**config.mk**
```make
export PLATFORM = sky130hd
export DESIGN_NAME = constant_time_divider
export DESIGN_NICKNAME = d
export VERILOG_FILES = /design/src/rtl/constant_time_divider.sv
export SDC_FILE = /design/constraint.sdc
export NUM_CORES = 1
export LEC_CHECK = 0
export BUFFER_PORTS_ARGS = -buffer_cell sky130_fd_sc_hd__buf_2
export CAP_MARGIN = 20
export CORE_MARGIN = 8
export CORE_UTILIZATION = 55
export CTS_CLUSTER_DIAMETER = 80
export DETAILED_ROUTE_END_ITERATION = 10
export GPL_TIMING_DRIVEN = 0
export PLACE_DENSITY_LB_ADDON = 0.2
export SLEW_MARGIN = 20
export SYNTH_ARGS = -nofsm -noshare
export SYNTH_HDL_FRONTEND = slang
export SYNTH_SLANG_ARGS = --single-unit
```
**constraint.sdc**
```tcl
create_clock -name clk -period 2.6 [get_ports clk]
set_input_delay 0.13 -clock clk [delete_from_list [all_inputs] [get_ports clk]]
set_output_delay 0.13 -clock clk [all_outputs]
set_load 0.005 [all_outputs]
```
**src/rtl/constant_time_divider.sv**
```systemverilog
// Unsigned restoring divider: one quotient bit per clock, fixed 2*NUM_BITS-cycle latency regardless of operands.
// Results and done appear 2*NUM_BITS edges after start is accepted; start is ignored (not queued) unless idle.
module constant_time_divider #(
    parameter int NUM_BITS = 7
) (
    input  logic                    clk,
    input  logic                    rst,
    input  logic                    start,
    input  logic [2*NUM_BITS-1:0]   dividend,
    input  logic [NUM_BITS-1:0]     divisor,
    output logic [2*NUM_BITS-1:0]   quotient,
    output logic [NUM_BITS-1:0]     remainder,
    output logic                    busy,
    output logic                    done,
    output logic                    div_by_zero
);

    localparam int DW = 2 * NUM_BITS;
    localparam int CW = $clog2(DW + 1);

    typedef enum logic [1:0] {
        IDLE = 2'd0,
        RUN  = 2'd1,
        DONE = 2'd2
    } state_t;

    state_t               state;
    logic [DW-1:0]        dvd_q;
    logic [NUM_BITS-1:0]  dsr_q;
    logic [NUM_BITS:0]    rem_q;
    logic [CW-1:0]        cnt;

    logic [NUM_BITS:0]    shifted;
    logic [NUM_BITS+1:0]  trial;
    logic                 take;
    logic [NUM_BITS:0]    rem_next;
    logic [DW-1:0]        dvd_next;
    logic                 last_step;
    logic                 unused_rem_msb;

    // The dividend register doubles as the quotient register: dividend bits
    // leave at the top while quotient bits enter at the bottom.
    assign shifted   = {rem_q[NUM_BITS-1:0], dvd_q[DW-1]};
    assign trial     = {1'b0, shifted} - {2'b00, dsr_q};
    assign take      = ~trial[NUM_BITS+1];
    assign rem_next  = take ? trial[NUM_BITS:0] : shifted;
    assign dvd_next  = {dvd_q[DW-2:0], take};
    assign last_step = (cnt == CW'(DW - 1));

    // Before each shift the remainder is below the divisor, so its top bit
    // only carries information across the subtract, never into the next shift.
    assign unused_rem_msb = rem_q[NUM_BITS];

    always_ff @(posedge clk or negedge rst) begin
        if (!rst) begin
            state       <= IDLE;
            dvd_q       <= '0;
            dsr_q       <= '0;
            rem_q       <= '0;
            cnt         <= '0;
            quotient    <= '0;
            remainder   <= '0;
            busy        <= 1'b0;
            done        <= 1'b0;
            div_by_zero <= 1'b0;
        end else begin
            case (state)
                IDLE: begin
                    done <= 1'b0;
                    if (start) begin
                        dvd_q <= dividend;
                        dsr_q <= divisor;
                        rem_q <= '0;
                        cnt   <= '0;
                        busy  <= 1'b1;
                        state <= RUN;
                    end
                end
                RUN: begin
                    dvd_q <= dvd_next;
                    rem_q <= rem_next;
                    cnt   <= cnt + CW'(1);
                    if (last_step) begin
                        quotient    <= dvd_next;
                        remainder   <= rem_next[NUM_BITS-1:0];
                        div_by_zero <= (dsr_q == '0);
                        busy        <= 1'b0;
                        done        <= 1'b1;
                        state       <= DONE;
                    end
                end
                DONE: begin
                    done  <= 1'b0;
                    state <= IDLE;
                end
                default: begin
                    busy  <= 1'b0;
                    done  <= 1'b0;
                    state <= IDLE;
                end
            endcase
        end
    end

endmodule

```
# [Yosys cells after proc, flatten, opt, wreduce, memory -nomap -nowiden]
# Index checks and enable logic that the tools add are counted.
[op_classes] add_sub_neg=2 n_eq_ne=5 n_mux=15 bitwise_logic=2 reduce_logical=8
[op_table] op="one-hot mux 14 bit (2 select lines)" count=1
[op_table] op="2-to-1 mux 14 bit" count=1
[op_table] op="2-to-1 mux 7 bit" count=2
[op_table] op="one-hot mux 7 bit (2 select lines)" count=1
[op_table] op="subtractor 8 x 7 -> 9 bit" count=1
[op_table] op="one-hot mux 4 bit (2 select lines)" count=1
[op_table] op="AND reduction 2 bit" count=4
[op_table] op="zero test 7 bit" count=1
[op_table] op="adder 4 x 1 -> 4 bit (second input constant)" count=1
[op_table] op="equality test 4 bit (second input constant)" count=1
[op_table] op="2-to-1 mux 1 bit" count=4
[op_table] op="2-to-1 mux 2 bit" count=2
[op_table] op="2-to-1 mux 4 bit" count=1
[op_table] op="!= test 2 bit (second input constant)" count=2
[op_table] op="one-hot mux 2 bit (2 select lines)" count=1
[op_table] op="one-hot mux 1 bit (3 select lines)" count=1
[op_table] op="AND reduction 3 bit" count=1
[op_table] op="equality test 2 x 1 -> 1 bit (second input constant)" count=1
[op_table] op="equality test 2 bit (second input constant)" count=1
[op_table] op="zero test 2 bit" count=1
[op_table] op="inverter 1 bit" count=2
[op_table] op="nonzero test 2 bit" count=1
[totals] regBits=58 in_bits=24 out_inout_bits=24 elab_cells=42

# [Longest topological paths before layout]
# Gate-level depths: netlist of run 1.
[depth] ltp_word=3 depth_mapped=10 mapped_depth_nobuf=9

# [Least setup slack after synthesis of run 1]
# OpenSTA, ideal clock, no wires.
[synth_path] path_kind="register -> register" start="register dvd_q[13]" end="register remainder[0]" setup_ns=0.125 arrival_ns=1.993 required_time_ns=2.475 setup_slack_ns=0.482 path_stages_with_launch=11 n_path_buf=1 synth_period_minus_slack_ns=2.118 cell_sequence="dfrtp_1 -> inv_1 -> ha_1 -> inv_1 -> fa_1 -> a21o_1 -> a21oi_2 -> o311a_1 -> buf_6 -> mux2i_1 -> mux2_2"
[synth_between] elab_chain_cells=2
[synth_rtl] item="from (decl)" line_no="28" source="logic [DW-1:0] dvd_q;"
[synth_rtl] item="from (signal assigned)" line_no="71" source="dvd_q <= dividend;"
[synth_rtl] item="from (signal assigned)" line_no="80" source="dvd_q <= dvd_next;"
[synth_rtl] item="subtractor 8 x 7 -> 9 bit" line_no="44" source="assign trial = {1'b0, shifted} - {2'b00, dsr_q};"
[synth_rtl] item="2-to-1 mux 7 bit *" line_no="46" source="assign rem_next = take ? trial[NUM_BITS:0] : shifted;"
[synth_rtl] item="to (signal assigned)" line_no="85" source="remainder <= rem_next[NUM_BITS-1:0];"
[synth_rtl] item="to (decl)" line_no="12" source="output logic [NUM_BITS-1:0] remainder,"
# Every way passes the cells marked *; elsewhere a longest branch is shown, timed or not.
# A chain may end at the register's enable or synchronous reset.

# [Worst setup path after layout of run 1]
[layout_path] start="register dvd_q[13]" end="register remainder[1]"
[layout_between] elab_chain_cells=2
[layout_rtl] item="subtractor 8 x 7 -> 9 bit" line_no="44"
[layout_rtl] item="2-to-1 mux 7 bit" line_no="46"
# No other way between the ends.

==> metrics.txt, run 1 <==
Cell Area, Synth between 2000 and 3000 µm²; initial detailed-routing violation count 138; RSZ-0062 raised after global routing false; commonest cells after routing, fill and taps aside 58 x dfrtp_1, 51 x buf_2, 38 x o21ai_0, 30 x nand2_1; Max Buffers Root-to-Sink 2; Crit Reg-Reg Startpoint dvd_q[13]; Initial Util 0.5770; setup slack, reg-to-reg roughly 0.22 ns; HP Class input pin to flip-flop; post-synth top area share 0.5256; Post-CTS Setup Bufs 0; Area growth syn-to-layout 20.16%; antenna diode count 0; VDD IR max about 0.00067 V; status finished clean; yosys warns 0; Reg-to-Reg End remainder[1]; core area around 4800 µm²; endpoints failing hold 0; Gate Count Post-Synth about 270; Reg clk slew, reported paths ~0.060 ns; Max-Cap Viols 0; Net Sw Frac 0.3926; FF+latch count, synth 58; final setup vio count 0; EDFF count, synth 0; Die ar. 7544 µm²; CP endpoint kind flip-flop; top cells by area, synth dfrtp_1 53%, o21ai_0 6.9%, mux2_2 5.7%; Post-CTS Resized 0; drt first pass iters 4; CP arrival roughly 2.6 ns; mean area per synthesized cell between 10 and 15 µm²; Seq pwr share 0.368; routability cong. approximately 0.83; vias approximately 2200; nets roughly 360; Clock power frac 0.179; Critical Path Start dvd_q[13]; count of different cell masters after synthesis 38; internal power 2691 µW; drt via density about 5.4; Die Height between 80 and 90 µm; achievable frequency ~420 MHz; post-synth top area cell dfrtp_1; most common cell after layout, fill and taps aside dfrtp_1; clk_skew about 0.0072 ns; CTS Sinks 58; minimum clock period ~2.4 ns; worst reg2reg path depth 10; Max Slew Vio Count 0; Crit Path Class flip-flop to flip-flop; H-tree depth reported by CTS 3; layout cells sized above 1 0.2537; vias in the first global route approximately 2200; CP Launch Type flip-flop; Final HPWL DP roughly 4300 µm; first-pass GRT wire length ~10000 µm; Remaining Overflow, GRT 0; Max-Slew Margin vs Limit 0.4386; P_sw 1739 µW; # fillers 369; worst slew pin tran roughly 0.84 ns; crit path capture remainder[1]; initial antenna violation count 0; Routed Antenna Nets 0; total negative slack 0 ns; sequential area share after synthesis 0.5256; Post-route DRC 0; CTS Buf Count 9; IO buf count 47; crit path max fanout 8; syn_nets approximately 300; I/O pin count 48; CTS Root Cell clkbuf_8; P_leak about 0.0015 µW; Global Route Usage Sum 0.1788; top_reg_cell synth dfrtp_1; Avg WL per Cell 15.25 µm; CTS tree yes; Design Power around 4400 µW; hold buffer count at cts 5; pwr/cell area between 1000 and 1500 nW/µm²; Worst Path Required roughly 2.8 ns; row cnt 25; Worst-Skew Late Latency roughly 0.34 ns; routed wire length between 6000 and 7000 µm; fin crit share 0.9165; fraction of registers with async set or reset after synthesis 1.000; Die Span X about 87 µm; Logic pwr share 0.453; pin count of the biggest net entering global routing around 60
[critical path, cell delays in order, from the launching register on]
cell and delay (ns):
dfrtp_1 0.37, inv_1 0.08, ha_1 0.15, inv_1 0.05
fa_1 0.40, a21o_1 0.19, a21oi_2 0.21, o311a_1 0.21
buf_6 0.15, mux2i_1 0.30, o21ai_0 0.13
[metal layers]
layer,global-route usage,up-vias,share of wire
li1,-,1069,-
met2,0.2727,56,0.46
met3,0.04340,10,0.052
met5,0,-,0
met1,0.2261,1038,0.46
met4,0.1017,0,0.021
[worst min path at each step]
stage / start / end / slack (ns) / depth (start not counted)
floorplan: rst / busy / -0.17 / 0
global placement: divisor[0] / dsr_q[0] / 0.32 / 3
detailed placement: rst / rem_q[6] / 0.24 / 1
CTS: divisor[1] / dsr_q[1] / 0.005 / 3
global route: divisor[1] / dsr_q[1] / 0.03 / 3
finish: divisor[3] / dsr_q[3] / 0.01 / 3
[flip-flops by register name, summed over array words and instances (netlist names), 2 cells and up]
register   count
dvd_q         14
quotient      14
dsr_q          7
rem_q          7
remainder      7
cnt            4
state          2
[kinds of logic after synthesis]
kind of cell / after synthesis / share of synthesized area
XOR/XNOR: 3 / 0.009517
buffers and inverters: 27 / 0.04214
multiplexers: 20 / 0.07884
adder cells (fa/ha/maj): 10 / 0.04803
flip-flops: 58 / 0.5256
AO/OA/AOI/OAI: 80 / 0.1735
AND/OR/NAND/NOR: 69 / 0.1223
[metrics by stage]
stage | cells | setup WS (ns) | instance area (µm²) | util | hold slack (ns)
finish | 402 | 0.2171 | 3318 | 0.6933 | 0.01225
global route | 402 | 0.07376 | 3318 | 0.6933 | 0.02779
CTS | 402 | 0.2330 | 3318 | 0.6933 | 0.005017
detailed placement | 381 | 0.2643 | 3083 | 0.6442 | 0.2400
global placement | 381 | 0.2905 | 3080 | 0.6437 | 0.3245
floorplan | 267 | 0.4822 | 2761 | - | -0.1656
[cell usage after synthesis (2+ instances only)]
| cell type | instances |
|---|---|
| nand4_1 | 2 |
| nor4_1 | 2 |
| clkbuf_1 | 7 |
| nor2_1 | 7 |
| inv_1 | 13 |
| nor3_1 | 2 |
| dfrtp_1 | 58 |
| a21oi_1 | 17 |
| nor2b_1 | 17 |
| mux2_2 | 14 |
| nand2b_1 | 4 |
| o21ai_0 | 38 |
| ha_1 | 9 |
| o41ai_1 | 2 |
| mux2i_1 | 6 |
| buf_2 | 5 |
| a22oi_1 | 12 |
| xor2_1 | 2 |
| nand3_1 | 2 |
| nand2_1 | 30 |
[area by class of cell]
| cell class | instances | area (µm²) | area share |
|---|---|---|---|
| inverters | 13 | 48.80 | 0.01471 |
| flip-flops and latches | 58 | 1451 | 0.4374 |
| clock buffers | 10 | 127.6 | 0.03846 |
| repair buffers | 52 | 287.8 | 0.08673 |
| well taps | 67 | 83.83 | 0.02526 |
| multi-input cells | 182 | 1194 | 0.3597 |
| clock inverters | 6 | 57.56 | 0.01735 |
| plain buffers | 14 | 67.56 | 0.02036 |
[power by group through the flow]
stage               registers, µW  logic, µW  clock network (µW)
finish                       1630       2010                 791
CTS                          1630       2010                 801
floorplan                    1600       1410                   0
detailed placement           1650       1970                   0
global placement             1630       1920                   0
global route                 1700       2270                 837
No activity file was read; power rests on OpenSTA's default activity.
==> inputs of run 2 (changes only) <==
Settings changed: PLACE_DENSITY set to 0.82, PLACE_DENSITY_LB_ADDON 0.2 to unset.
==> run 2 against run 1 <==
Sequential cell count unchanged. Design area increased by 1.6%. Global-route usage grew 0.27 points. Sequential share of layout area decreased by 0.70 points. Worst setup slack worse by 0.044 ns. Largest power group unchanged.
==> metrics.txt, run 2 (synthesis results as in run 1) <==
HP Class input pin to flip-flop (unchanged); vias in the first global route 2330 (was 2218); drt via density 5.500 (was 5.405); Multi-input gate area 1194 µm² (unchanged); Finished Cell Area 3372 µm² (was 3318 µm²); worst slew pin tran 0.8121 ns (was 0.8403 ns); IO buf count 47 (unchanged); Remaining Overflow, GRT 0 (unchanged); status finished clean (unchanged); Critical Path Start dvd_q[13] (unchanged); CTS Buf Count 9 (unchanged); total negative slack 0 ns (unchanged); Die Height 86.86 µm (unchanged); CTS Root Cell clkbuf_8 (unchanged); routed wire length 6287 µm (was 6129 µm); # fillers 385 (was 369); Reg clk slew, reported paths 0.07 ns (was 0.06 ns); internal power 2824 µW (was 2691 µW); final setup vio count 0 (unchanged); initial detailed-routing violation count 110 (was 138); post-layout util 0.7046 (was 0.6933); Worst Hold Launch divisor[5] (was divisor[3]); drt first pass iters 4 (unchanged); DP Area 3083 µm² (unchanged); Net Sw Frac 0.3808 (was 0.3926); Clock power frac 0.201 (was 0.179); first-pass GRT wire length 10630 µm (was 10430 µm); Post-CTS Resized 0 (unchanged); crit path max fanout 8 (unchanged); Area growth syn-to-layout 22.11% (was 20.16%); RSZ-0062 raised after global routing false (unchanged); most common cell after layout, fill and taps aside dfrtp_1 (unchanged); Final HPWL DP 4439 µm (was 4284 µm); minimum clock period 2.427 ns (was 2.383 ns); commonest cells after routing, fill and taps aside 58 x dfrtp_1, 51 x buf_2, 38 x o21ai_0, 30 x nand2_1 (unchanged); Post-CTS Setup Bufs 0 (unchanged); CTS tree yes (unchanged); layout cells sized above 1 0.2522 (was 0.2537); Crit Reg-Reg Startpoint dvd_q[13] (unchanged); Seq pwr share 0.360 (was 0.368); Max-Slew Margin vs Limit 0.4575 (was 0.4386); routability cong. 0.8159 (was 0.8347); H-tree depth reported by CTS 3 (unchanged); CP arrival 2.63 ns (was 2.59 ns); Initial Util 0.5770 (unchanged); CP endpoint kind flip-flop (unchanged); area occupied by registers 1451 µm² (unchanged); row cnt 25 (unchanged); Max-Cap Viols 0 (unchanged); Routed Antenna Nets 0 (unchanged); Worst-Skew Late Latency 0.34 ns (about the same); vias 2222 (was 2173); fin crit share 0.9336 (was 0.9165); VDD IR max 0.0006273 V (was 0.0006700 V); largest registers dvd_q: 14 flops, quotient: 14 flops (unchanged); Max Buffers Root-to-Sink 2 (unchanged); core area 4786 µm² (unchanged); Die ar. 7544 µm² (unchanged); P_leak 0.001561 µW (was 0.001539 µW); nets 366 (was 364); Worst Path Required 2.81 ns (about the same); antenna diode count 0 (unchanged); Crit Path Class flip-flop to flip-flop (unchanged); Global Route Usage Sum 0.1815 (was 0.1788); I/O pin count 48 (unchanged); clk_skew 0.007704 ns (was 0.007204 ns); pin count of the biggest net entering global routing 59 (unchanged); CP Launch Type flip-flop (unchanged); P_sw 1737 µW (was 1739 µW); achievable frequency 412.0 MHz (was 419.7 MHz); initial antenna violation count 0 (unchanged); Avg WL per Cell 15.56 µm (was 15.25 µm); pwr/cell area 1352 nW/µm² (was 1335 nW/µm²); CTS Sinks 58 (unchanged); Die Span X 86.86 µm (unchanged); Post-route DRC 0 (unchanged); Logic pwr share 0.438 (was 0.453); endpoints failing hold 0 (unchanged); Max Slew Vio Count 0 (unchanged)
==> run 2: changes by cell type in the layout (fill, tap and decap cells not counted), sizes merged <==
cell and change:
clkinv -2, bufinv +1, dlygate4sd3 +2, clkbuf +1
==> run 2: worst paths after layout <==
kind / end / slack [ns] / depth (start not counted)
min in group asynchronous: dsr_q[4] / 0.40 / 2
min: dsr_q[5] / 0.01 / 3
max in group asynchronous: rem_q[5] / 1.74 / 2
max reg2reg: remainder[1] / 0.17 / 10
min reg2reg: remainder[5] / 0.48 / 2
max: remainder[1] / 0.17 / 10
==> run 2: worst max-delay path, stage by stage (launching register included) <==
cell and delay, ns:
dfrtp_1 0.38, inv_1 0.09, ha_1 0.17, inv_1 0.05, fa_1 0.41, a21o_1 0.20, a21oi_2 0.20, o311a_1 0.22
buf_6 0.16, mux2i_1 0.29, o21ai_0 0.12
==> run 2: final cells by class <==
class | instances | area share
plain buffers | 14 | 0.02004
well taps | 67 | 0.02486
clock inverters | 5 | 0.02301
multi-input cells | 182 | 0.3540
inverters | 13 | 0.01447
repair buffers | 54 | 0.09128
flip-flops and latches | 58 | 0.4304
clock buffers | 11 | 0.04193
==> run 2: timing repair <==
item | in CTS | in global routing
endpoints found under the setup margin | 0 | 0
hold buffers | 7 | 0
endpoints found under the hold margin | 64 | 0
==> run 2: power by group through the flow <==
stage	Clock, µW	Sequential (µW)	Combinational (µW)
3_5_place_dp	0	1650	1990
3_3_place_gp	0	1630	1910
4_1_cts	931	1640	2010
2_1_floorplan	0	1600	1410
6_report	918	1640	2000
5_1_grt	958	1700	2280
==> run 2: per-layer routing <==
metal	part of all wire	global-route usage	wire length, µm
met5	0	0	0
met4	0.036	0.1127	229
met3	0.048	0.04528	299
met2	0.47	0.2817	2955
met1	0.45	0.2211	2802
==> run 2: stage by stage <==
stage	worst slack (ns)	hold WS, ns	power (µW)	cells
after detailed placement	0.2183	0.2353	3639	381
after floorplan	0.4822	-0.1656	3011	267
after CTS	0.1794	0.002661	4584	404
after global routing	0.04798	0.02470	4938	404
after global placement	0.2777	0.3301	3540	381
final	0.1727	0.01336	4560	404
==> inputs of run 3 (changes only) <==
==> constraint.sdc (replaced) <==
create_clock -name clk -period 2.6 [get_ports clk]
set_input_delay 0.52 -clock clk [delete_from_list [all_inputs] [get_ports clk]]
set_output_delay 0.52 -clock clk [all_outputs]
set_load 0.005 [all_outputs]
==> run 3 against run 2 <==
Clock power barely moved. Largest power group unchanged. Maximum frequency decreased by 1.1%. Critical endpoint unchanged. Global-route usage down 0.52 points.
==> metrics.txt, run 3 (synthesis results as in run 1) <==
Multi-input gate area 1194 µm² (unchanged); initial detailed-routing violation count 91 (was 110); Crit Path Class flip-flop to flip-flop (unchanged); first-pass GRT wire length 10340 µm (was 10630 µm); area occupied by registers 1451 µm² (unchanged); I/O pin count 48 (unchanged); VDD IR max 0.0006315 V (was 0.0006273 V); endpoints failing hold 0 (unchanged); Max-Slew Margin vs Limit 0.4577 (was 0.4575); Die ar. 7544 µm² (unchanged); Post-CTS Resized 0 (unchanged); row cnt 25 (unchanged); initial antenna violation count 0 (unchanged); vias 2186 (was 2222); H-tree depth reported by CTS 3 (unchanged); vias in the first global route 2286 (was 2330); commonest cells after routing, fill and taps aside 58 x dfrtp_1, 51 x buf_2, 38 x o21ai_0, 30 x nand2_1 (unchanged); Die Height 86.86 µm (unchanged); Die Span X 86.86 µm (unchanged); layout cells sized above 1 0.2576 (was 0.2522); CTS Root Cell clkbuf_8 (unchanged); Critical Path Start dvd_q[13] (unchanged); CP endpoint kind flip-flop (unchanged); Worst-Skew Late Latency 0.34 ns (about the same); CTS Sinks 58 (unchanged); Max-Cap Viols 0 (unchanged); largest registers dvd_q: 14 flops, quotient: 14 flops (unchanged); Final HPWL DP 4439 µm (unchanged); Crit Reg-Reg Startpoint dvd_q[13] (unchanged); Post-route DRC 0 (unchanged); achievable frequency 407.5 MHz (was 412.0 MHz); minimum clock period 2.454 ns (was 2.427 ns); CTS Buf Count 9 (unchanged); DR top layer met4 (unchanged); total negative slack 0 ns (unchanged); CP arrival 2.66 ns (was 2.63 ns); final setup vio count 0 (unchanged); met2 wire len 2909 µm (was 2955 µm); fin crit share 0.9438 (was 0.9336); drt via density 5.506 (was 5.500); CP Launch Type flip-flop (unchanged); Worst Path Required 2.81 ns (about the same); WL met3 257 µm (was 299 µm); pin count of the biggest net entering global routing 59 (unchanged); hold buffer count at cts 0 (was 7); core area 4786 µm² (unchanged); routability cong. 0.8159 (unchanged); crit path max fanout 8 (unchanged); Reg clk slew, reported paths 0.07 ns (about the same); RSZ-0062 raised after global routing false (unchanged); WHS 0.2426 ns (was 0.01336 ns); HP Class input pin to asynchronous set/reset pin (was input pin to flip-flop); worst slew pin tran 0.8117 ns (was 0.8121 ns); routed wire length 6172 µm (was 6287 µm); Avg WL per Cell 15.55 µm (was 15.56 µm); Max Buffers Root-to-Sink 2 (unchanged); P_leak 0.001532 µW (was 0.001561 µW); clk_skew 0.007275 ns (was 0.007704 ns); CTS tree yes (unchanged); Remaining Overflow, GRT 0 (unchanged); nets 359 (was 366); status finished clean (unchanged); most common cell after layout, fill and taps aside dfrtp_1 (unchanged); pwr/cell area 1382 nW/µm² (was 1352 nW/µm²); Design Power 4564 µW (was 4560 µW); Global Route Usage Sum 0.1763 (was 0.1815); # fillers 394 (was 385); Routed Antenna Nets 0 (unchanged); drt first pass iters 4 (unchanged); antenna diode count 0 (unchanged); Max Slew Vio Count 0 (unchanged); IO buf count 47 (unchanged); Initial Util 0.5770 (unchanged); Post-CTS Setup Bufs 0 (unchanged); Area growth syn-to-layout 19.57% (was 22.11%); met1 wire length 2854 µm (was 2802 µm)
[run 3: area by class of cell]
cell class,instances,area share
clock inverter,5,0.02349
buffer,14,0.02046
inverter,13,0.01478
tap,67,0.02539
timing repair buffer,47,0.07200
multi-input combinational,182,0.3615
sequential,58,0.4396
clock buffer,11,0.04282
[run 3: critical path: stages, from the launching register on]
cell     delay, ns
dfrtp_1       0.38
inv_1         0.09
ha_1          0.17
inv_1         0.05
fa_1          0.41
a21o_1        0.20
a21oi_2       0.20
o311a_1       0.22
buf_6         0.16
mux2i_1       0.31
o21ai_0       0.13
[run 3: metal layers]
metal  vias up  GRT usage
met5         -          0
li1       1049          -
met1      1078     0.2152
met3        13    0.04340
met2        46     0.2783
met4         0    0.09859
[run 3: worst paths after layout]
kind | slack (ns) | depth (start not counted) | endpoint
max | 0.15 | 10 | remainder[1]
min | 0.24 | 1 | dsr_q[6]
max reg2reg | 0.15 | 10 | remainder[1]
min reg2reg | 0.48 | 2 | remainder[5]
max in group asynchronous | 1.90 | 1 | quotient[9]
min in group clk | 0.38 | 3 | dsr_q[6]
[run 3: where the power goes]
group	switching, µW	leakage [µW]	internal [µW]
Sequential	299	0.000690	1340
Combinational	1090	0.000732	910
Clock	358	0.000109	562
[run 3: stage by stage]
step	cell area, µm²	utilization	cells	setup WS, ns
finish	3302	0.6899	397	0.1462
global route	3302	0.6899	397	0.04798
floorplan	2761	-	267	0.4822
CTS	3302	0.6899	397	0.1794
global placement	3080	0.6437	381	0.2777
detailed placement	3083	0.6442	381	0.2183
